File: config.mk
export PLATFORM = sky130hd
export DESIGN_NAME = reg_file
export DESIGN_NICKNAME = d
export VERILOG_FILES = /design/src/rtl/defs.sv /design/src/rtl/rf_read_port.sv /design/src/rtl/reg_file.sv
export SDC_FILE = /design/constraint.sdc
export NUM_CORES = 1
export LEC_CHECK = 0
export BUFFER_PORTS_ARGS = -buffer_cell sky130_fd_sc_hd__buf_4
export CAP_MARGIN = 20
export CORE_MARGIN = 3
export CORE_UTILIZATION = 61
export CTS_BUF_LIST = sky130_fd_sc_hd__clkbuf_2 sky130_fd_sc_hd__clkbuf_4 sky130_fd_sc_hd__clkbuf_8
export CTS_CLUSTER_SIZE = 20
export DETAILED_ROUTE_END_ITERATION = 10
export PLACE_DENSITY = 0.78
export SYNTH_ARGS = -nofsm -noshare
export SYNTH_HDL_FRONTEND = slang
export SYNTH_SLANG_ARGS = --single-unit
File: constraint.sdc
create_clock -name clk_i -period 3.8 [get_ports clk_i]
set_input_delay 0 -clock clk_i [delete_from_list [all_inputs] [get_ports clk_i]]
set_output_delay 0 -clock clk_i [all_outputs]
set_load 0.02 [all_outputs]
File: src/rtl/defs.sv
// Shared definitions for the integer register file: sizes, index/word types,
// the CLEAR/RUN state encoding and a small write-qualification helper.
// Latency: n/a (types only). Backpressure: n/a.
package defs;

  // Architectural sizes.
  localparam int NUM_REGS = 32;
  localparam int XLEN     = 32;
  localparam int IDX_W    = $clog2(NUM_REGS);

  typedef logic [XLEN-1:0]  word_t;
  typedef logic [IDX_W-1:0] idx_t;

  // Highest architectural index; the clear sequence ends on it.
  localparam idx_t LAST_IDX  = idx_t'(NUM_REGS - 1);
  // First index with storage; x0 is hardwired to zero.
  localparam idx_t FIRST_IDX = idx_t'(1);

  // Single state encoding for the whole block.
  typedef enum logic {
    CLEAR = 1'b0,
    RUN   = 1'b1
  } rf_state_t;

  // A write request only targets storage when it is enabled and not aimed at x0.
  function automatic logic live_write(input logic en, input idx_t idx);
    return en && (idx != '0);
  endfunction

endpackage

File: src/rtl/rf_read_port.sv
// One combinational read port with write-through bypass and x0 / clear blanking.
// Latency: zero cycles, pure combinational mux.
// Backpressure: none; the caller blanks the port while a clear is running.
//
// Ports:
//   idx_i       read index
//   arr_data_i  stored value at idx_i (don't-care when idx_i == 0)
//   blank_i     force zero (clear sequence in progress)
//   byp_en_i    a qualified write to a non-zero register is happening this cycle
//   byp_reg_i   destination index of that write
//   byp_data_i  data of that write
//   data_o      read result
module rf_read_port
  import defs::*;
(
  input  logic [IDX_W-1:0] idx_i,
  input  logic [XLEN-1:0]  arr_data_i,
  input  logic             blank_i,
  input  logic             byp_en_i,
  input  logic [IDX_W-1:0] byp_reg_i,
  input  logic [XLEN-1:0]  byp_data_i,
  output logic [XLEN-1:0]  data_o
);

  always_comb begin
    data_o = arr_data_i;
    if (blank_i || (idx_i == '0)) begin
      // x0 has no storage and never bypasses, even on a write aimed at it.
      data_o = '0;
    end else if (byp_en_i && (byp_reg_i == idx_i)) begin
      // Same-cycle write wins over the stale stored value.
      data_o = byp_data_i;
    end
  end

endmodule

File: src/rtl/reg_file.sv
// 31 x 32-bit integer register file (x1..x31), two read ports, one write port.
// Latency: reads combinational with write-through bypass; writes land on the next edge.
// Backpressure: busy_o is high for 31 cycles after reset while registers are zeroed;
//   writes are ignored and reads return zero during that window.
//
// Ports:
//   clk_i         clock, all state on the rising edge
//   rst_i         synchronous active-high reset
//   rf_wr_en_i    write enable (already qualified by the writeback stage)
//   rf_wr_reg_i   write index; index 0 is dropped
//   rf_wr_data_i  write data
//   rs1_i/rs2_i   read indices
//   rs1_data_oa   read data port 1 (combinational)
//   rs2_data_oa   read data port 2 (combinational)
//   busy_o        clear sequence running (registered, used as a stall request)
module reg_file
  import defs::*;
#(
  parameter bit CLEAR_ON_RESET = 1'b1
) (
  input  logic             clk_i,
  input  logic             rst_i,
  input  logic             rf_wr_en_i,
  input  logic [IDX_W-1:0] rf_wr_reg_i,
  input  logic [XLEN-1:0]  rf_wr_data_i,
  input  logic [IDX_W-1:0] rs1_i,
  input  logic [IDX_W-1:0] rs2_i,
  output logic [XLEN-1:0]  rs1_data_oa,
  output logic [XLEN-1:0]  rs2_data_oa,
  output logic             busy_o
);

  // --------------------------------------------------------------------------
  // Control state
  // --------------------------------------------------------------------------
  rf_state_t state_q, state_d;
  idx_t      cnt_q, cnt_d;

  // Array write port, shared by the clear sequence and normal writeback.
  logic  mem_we;
  idx_t  mem_waddr;
  word_t mem_wdata;

  logic  wr_live;
  logic  byp_en;

  assign wr_live = live_write(rf_wr_en_i, rf_wr_reg_i);

  always_ff @(posedge clk_i) begin
    if (rst_i) begin
      state_q <= CLEAR_ON_RESET ? CLEAR : RUN;
      cnt_q   <= FIRST_IDX;
    end else begin
      state_q <= state_d;
      cnt_q   <= cnt_d;
    end
  end

  always_comb begin
    state_d   = state_q;
    cnt_d     = cnt_q;
    mem_we    = 1'b0;
    mem_waddr = rf_wr_reg_i;
    mem_wdata = rf_wr_data_i;
    case (state_q)
      CLEAR: begin
        // One register zeroed per cycle; external writes are locked out.
        mem_we    = 1'b1;
        mem_waddr = cnt_q;
        mem_wdata = '0;
        cnt_d     = cnt_q + idx_t'(1);
        if (cnt_q == LAST_IDX) begin
          state_d = RUN;
        end
      end
      RUN: begin
        mem_we = wr_live;
      end
      default: begin
        state_d = CLEAR;
        cnt_d   = FIRST_IDX;
      end
    endcase
  end

  assign busy_o = (state_q == CLEAR);

  // --------------------------------------------------------------------------
  // Storage: no reset term so it can map onto plain flops or LUTRAM. The reset
  // edge itself never writes; a write presented during reset is discarded.
  // --------------------------------------------------------------------------
  word_t mem_q [FIRST_IDX:LAST_IDX];

  always_ff @(posedge clk_i) begin
    if (mem_we && !rst_i) begin
      mem_q[mem_waddr] <= mem_wdata;
    end
  end

  // --------------------------------------------------------------------------
  // Read ports. Index 0 has no storage, so it is steered away from the array.
  // --------------------------------------------------------------------------
  word_t arr1, arr2;

  assign arr1   = (rs1_i == '0) ? '0 : mem_q[rs1_i];
  assign arr2   = (rs2_i == '0) ? '0 : mem_q[rs2_i];
  assign byp_en = wr_live && (state_q == RUN);

  rf_read_port u_rd1 (
    .idx_i      (rs1_i),
    .arr_data_i (arr1),
    .blank_i    (busy_o),
    .byp_en_i   (byp_en),
    .byp_reg_i  (rf_wr_reg_i),
    .byp_data_i (rf_wr_data_i),
    .data_o     (rs1_data_oa)
  );

  rf_read_port u_rd2 (
    .idx_i      (rs2_i),
    .arr_data_i (arr2),
    .blank_i    (busy_o),
    .byp_en_i   (byp_en),
    .byp_reg_i  (rf_wr_reg_i),
    .byp_data_i (rf_wr_data_i),
    .data_o     (rs2_data_oa)
  );

endmodule

Yosys cells after proc, flatten, opt, wreduce, memory -nomap -nowiden
Memories as Yosys holds them, arrays and structs flattened. Index checks and enable logic that the tools add are counted.

$add $sub $neg: 1. $mul: 0. Div/mod/pow operators: 0. Order comparisons: 0. Equality and inequality tests: 3. Shift-type cells: 0. Mux-type cells: 13. Bitwise operators: 1. Reductions and logical operators: 11.

Operators with widths (count): 32-bit two-way mux (7); 5-bit == test (2); 5-bit zero test (2); 5-bit by 1-bit adder with 5-bit output (second input constant) (1); 5-bit == test (second input constant) (1); 1-bit logical AND (5); 5-bit two-way mux (1); 5-bit nonzero test (1); 1-bit two-way mux (4); 1-bit logical OR (2); 1-bit case mux with 2 select lines (1); 1-bit zero test (1); 1-bit inverter (1).

Register bits after elaboration: 6. Bits in latches: 0. RAM bits: 992. Bits in read-only memories: 0. Input port bits: 50. Output and inout bits: 65. Logic and storage cells: 32. Memories kept: 1.

Memories: mem_q (depth 31, bits a word 32, rd ports 2, clocked after Yosys merged registers in 0, wr ports 1, line reg_file.sv:92) `word_t mem_q [FIRST_IDX:LAST_IDX];`.

Longest topological paths before layout
Depth after elaboration: 6. Depth in mapped cells: 10. Mapped depth without buffers: 5.

Modules after synthesis
Synthesis repeated with hierarchy kept, for this count alone.

Cell total of the unflattened synthesis: 3182. Area, all modules: 47899.7 um^2.

By module, submodules not included: reg_file (instances 1, cells each 2936, area an instance 46598.4 um^2, seq. area each 29908.7 um^2); rf_read_port (instances 2, cells each 123, area an instance 650.6 um^2, seq. area each 0.0 um^2).

Least setup slack after synthesis
Ideal clock, no wire load.

Kind: flip-flop to flip-flop. Start: register state_q. End: memory mem_q[2][0] in the netlist's numbering, enable pin. Library setup time: 421 ps. Arrival: 2764 ps. Required time: 3379 ps. Path slack: 615 ps. Stages on the path, launching flop included: 7. Buffers on the path: 2. Period minus slack after synthesis: 3185 ps. Cell sequence: dfxtp_1 -> buf_1 -> clkbuf_1 -> nand3_1 -> o21ai_0 -> nand2_1 -> nor2_1.

Cells in the longest elaborated chain, start to end: 5. Elaborated cells on any way between the ends: 6. Those cells by class: mux (4); bitwise (1); reduce/logical (1).

RTL lines: from (decl) (line reg_file.sv:36) `rf_state_t state_q, state_d;`; from (signal assigned) (line reg_file.sv:51) `state_q <= CLEAR_ON_RESET ? CLEAR : RUN;`; from (signal assigned) (line reg_file.sv:54) `state_q <= state_d;`; 1-bit inverter; 1-bit case mux with 2 select lines (line reg_file.sv:65) `case (state_q)`; 1-bit logical AND (line reg_file.sv:95) `if (mem_we && !rst_i) begin`; 1-bit two-way mux (line reg_file.sv:95); 1-bit two-way mux (implied by the code) (line reg_file.sv:96) `mem_q[mem_waddr] <= mem_wdata;`; to (decl) (line reg_file.sv:92).

Parallel ways exist; a longest one is shown, timed or not.

Worst setup path in the final report
Start: register state_q. End: output rs2_data_oa[10].

Cells in the longest elaborated chain, start to end: 4. Elaborated cells on any way between the ends: 6. Those cells by class: mux (2); bitwise (1); reduce/logical (3).

RTL lines: 1-bit logical AND (line reg_file.sv:107) `assign byp_en = wr_live && (state_q == RUN);`; 1-bit logical AND (line rf_read_port.sv:30) `end else if (byp_en_i && (byp_reg_i == idx_i)) begin`; 32-bit two-way mux (line rf_read_port.sv:30); 32-bit two-way mux * (line rf_read_port.sv:27) `if (blank_i || (idx_i == '0)) begin`; to (decl) (line reg_file.sv:29) `output logic [XLEN-1:0] rs2_data_oa,`.

Mark *: on every way between the ends. The rest lies on a longest branch, timed or not.

==> summary.json <==
{
  "run_status": {
    "run_status": "complete, no violations"
  },
  "logic_synthesis": {
    "netlist.area_leader.share": 0.625,
    "synth_top_area_cell": "edfxtp_1",
    "postSynthNetCount": 2628,
    "synth_simple_gate_area_frac": 0.0292,
    "synth_top_flop_cell": "edfxtp_1",
    "postSynthCellCount": 2576,
    "compound_cell_area_share_of_the_yosys_netlist": 0.0597,
    "seq_area_frac_synth": 0.628,
    "largest_family_of_logic_cells_by_synthesized_area": "multiplexers",
    "postSynthAreaPerCell_um2": 18.5,
    "synth-adder-area-share": 0.000525,
    "yosys_register_bits": 998,
    "synth.yosys.warnings": 0,
    "synth_area_in_xor_xnor": 0.00221,
    "post_synth_mux_area_share": 0.255,
    "netlist-cell-type-count": 53,
    "synth_edf_count": 992,
    "synth.area.top_cells": "edfxtp_1 (63%), mux4_2 (20%), mux2i_1 (4.1%), a211oi_1 (1.7%), mux2_2 (1.1%)",
    "post_synth_design_cell_area_mm2": 0.0476,
    "synth-async-reset-ratio": 0
  },
  "floorplanning": {
    "floorplan.rows": 101,
    "placeableCoreArea_mm2": 0.0767,
    "die_w_um": 285,
    "initial_core_util": 0.621,
    "floorplan.die_area_mm2": 0.0815,
    "die_height_um": 285,
    "ioPinCount": 115
  },
  "layout": {
    "register_area_mm2": 0.0299,
    "final_layout_size_suffix_gt1_frac": 0.341,
    "multi_input_area_mm2": 0.0168,
    "syn2layout_area_growth_pct": 12.1,
    "finalNetCount": 2809,
    "fill_cells": 4783,
    "fin_area_mm2": 0.0534,
    "finalNonFillerCells": 3916
  },
  "clock_tree": {
    "cts.root.buffer_cell": "clkbuf_8",
    "cts_made_buffers": 157,
    "cts_tree": "yes",
    "cts-root-to-sink-buffers": 3,
    "worst_skew_pair.late_latency_ns": 0.80,
    "clk_transition_reported_paths_ns": 0.06,
    "cts_post_setup_buffers_inserted": 0,
    "holdBufCountCts": 5,
    "htree_num_levels": 4,
    "clock-sinks": 998,
    "post_cts.resized_instances": 0
  },
  "setup_path": {
    "worstReg2RegStart": "state_q$_SDFF_PP0_",
    "timing.critical_path.to_type": "output port",
    "r2r_slack_ns": 0.77,
    "setup.worst_path.start_class": "flip-flop",
    "r2r.worst_path.cells": 5,
    "arrival_ns": 3.76,
    "critPathRequiredTime_ns": 3.80,
    "worstReg2RegEnd": "mem_q[9][8]$_DFFE_PP_",
    "setup.worst_path.class": "flip-flop to output port",
    "crit_path_max_fanout": 28
  },
  "run": {
    "drv_cap": 0
  },
  "sta": {
    "setup_ws_ns": 0.0434,
    "totalNegativeSetupSlack_ns": 0,
    "timing.max_slew.rel_slack": 0.245,
    "maxSlewViolCount": 0,
    "rsz0062_at_grt": "no",
    "max_freq_mhz": 266,
    "hold_violations": 0,
    "timing.clock.skew_ns": 0.0196,
    "timing_worst_slew_pin_value_ns": 1.13,
    "period_share": 0.989,
    "setup_viol_count_final": 0,
    "period_minus_slack_ns": 3.76
  },
  "global_routing": {
    "grt_max_degree": 96,
    "track_usage": 0.353,
    "grt_first_pass_wirelength_um": 206000,
    "global_route.overflow_total": 0,
    "grt_pass1_vias": 30000,
    "antenna_found_initial": 6
  },
  "power": {
    "fin_total_pwr_mw": 23.1,
    "power_density_mw_per_mm2": 432,
    "max-vdd-ir-drop_mv": 0.386,
    "leakage_nw": 16.9
  },
  "detailed_routing": {
    "total_iterations_of_the_first_detailed_routing_run": 6,
    "routed_wirelength_um": 141000,
    "antenna_violating_nets_post_route": 0,
    "drtIter0Drc": 4320,
    "num_vias": 29500,
    "drt-vias-per-instance": 7.54,
    "drcViolationCount": 0,
    "detail_route.wl_per_cell_um": 36.1
  },
  "placement": {
    "buffer_ports.inserted": 114,
    "gp_congestion": 0.976,
    "dp_hpwl_um": 84300,
    "placedCellCount": 3602,
    "detailed_place.area_mm2": 0.0499,
    "detailedPlace.worstSlack_ns": 0.848
  },
  "worst_hold_path": {
    "holdCritStartpoint": "rf_wr_data_i[30]",
    "worstHoldPathCells": 2,
    "end_point_of_the_worst_hold_path": "mem_q[9][30]$_DFFE_PP_",
    "timing.hold.worst.class": "input pin to flip-flop"
  }
}
[state kept, by name (all words and copies together), names as in the netlist]
register  count
mem_q       992
state_q       1
cnt_q         5
[per-stage QoR]
stage	hold slack (ns)	util
floorplan	0.0724	-
global placement	0.256	0.651
detailed placement	0.252	0.651
CTS	0.0290	0.692
global route	0.0929	0.696
finish	0.0997	0.696
[synthesized netlist by cell type (all sizes together), types with 5 or more instances]
library cell	count
a221oi	9
mux4	430
edfxtp	992
a2111oi	5
and2	35
o2111a	32
o211ai	32
dfxtp	6
a211oi	110
a32o	11
buf	143
a22o	16
o221ai	6
nand3	49
nor2	125
o21ai	31
o22ai	68
xor2	5
mux2	46
inv	9
o211a	5
xnor2	7
mux2i	195
clkbuf	68
a31oi	5
nand2b	12
a21oi	26
and3	6
nor2b	10
a22oi	14
nand2	35
[kinds of logic after synthesis]
| kind of cell | Yosys count |
|---|---|
| flip-flops | 998 |
| multiplexers | 671 |
| AO/OA/AOI/OAI | 379 |
| AND/OR/NAND/NOR | 294 |
| buffers and inverters | 220 |
| XOR/XNOR | 12 |
| adder cells (fa/ha/maj) | 2 |
[worst max path at each step]
stage                             from               endpoint  slack [ns]
floorplan           state_q$_SDFF_PP0_  mem_q[2][0]$_DFFE_PP_        0.62
global placement              rs2_i[1]         rs2_data_oa[1]        0.91
detailed placement            rs2_i[1]         rs2_data_oa[1]        0.85
CTS                 state_q$_SDFF_PP0_        rs2_data_oa[10]        0.12
global route        state_q$_SDFF_PP0_        rs2_data_oa[10]        0.06
finish              state_q$_SDFF_PP0_        rs2_data_oa[10]        0.04
[per-layer routing]
metal / wire, µm / global-route usage / up-vias
li1: - / - / 11500
met1: 48300 / 0.487 / 14900
met2: 64600 / 0.523 / 2649
met3: 21700 / 0.116 / 468
met4: 6830 / 0.160 / 4
met5: 34 / 0 / -
[report_power, final]
group / internal, mW / switching, mW
clock network: 4.89 / 4.23
logic: 0.765 / 1.08
registers: 12.0 / 0.0450
[placed cells by master (no fill, tap or decap), types with 6 or more instances in the layout]
master,instances
a211oi_1,110
a21oi_1,25
a221oi_1,9
a22o_1,16
a22oi_1,14
a32o_1,11
and2_1,35
buf_12,24
buf_4,177
buf_8,10
bufinv_16,8
clkbuf_4,39
clkbuf_8,162
clkinv_1,39
clkinv_2,24
clkinvlp_4,6
dlygate4sd3_1,15
edfxtp_1,992
inv_1,7
mux2_2,46
mux2i_1,195
mux4_2,430
nand2_1,35
nand2b_1,12
nand3_1,48
nor2_1,94
nor2_4,31
nor2b_1,10
o2111a_1,32
o211ai_1,32
o21ai_0,28
o221ai_1,6
o22ai_1,68
xnor2_1,7
[area by class of cell]
type / count / share of cell area
flip-flops and latches: 998 / 0.560
clock buffers: 200 / 0.0470
well taps: 1030 / 0.0241
inverters: 9 / 0.000633
clock inverters: 84 / 0.0116
repair buffers: 233 / 0.0422
diodes: 4 / 0.000187
multi-input cells: 1358 / 0.314
[worst max-delay path, cell delays in order (launching register included)]
cell,delay [ns]
dfxtp_2,0.69
buf_4,0.48
inv_1,0.33
a31o_2,0.46
a2111oi_0,0.52
a22o_1,0.28
buf_4,0.16
Note: power is estimated with default switching activity, not from simulation.
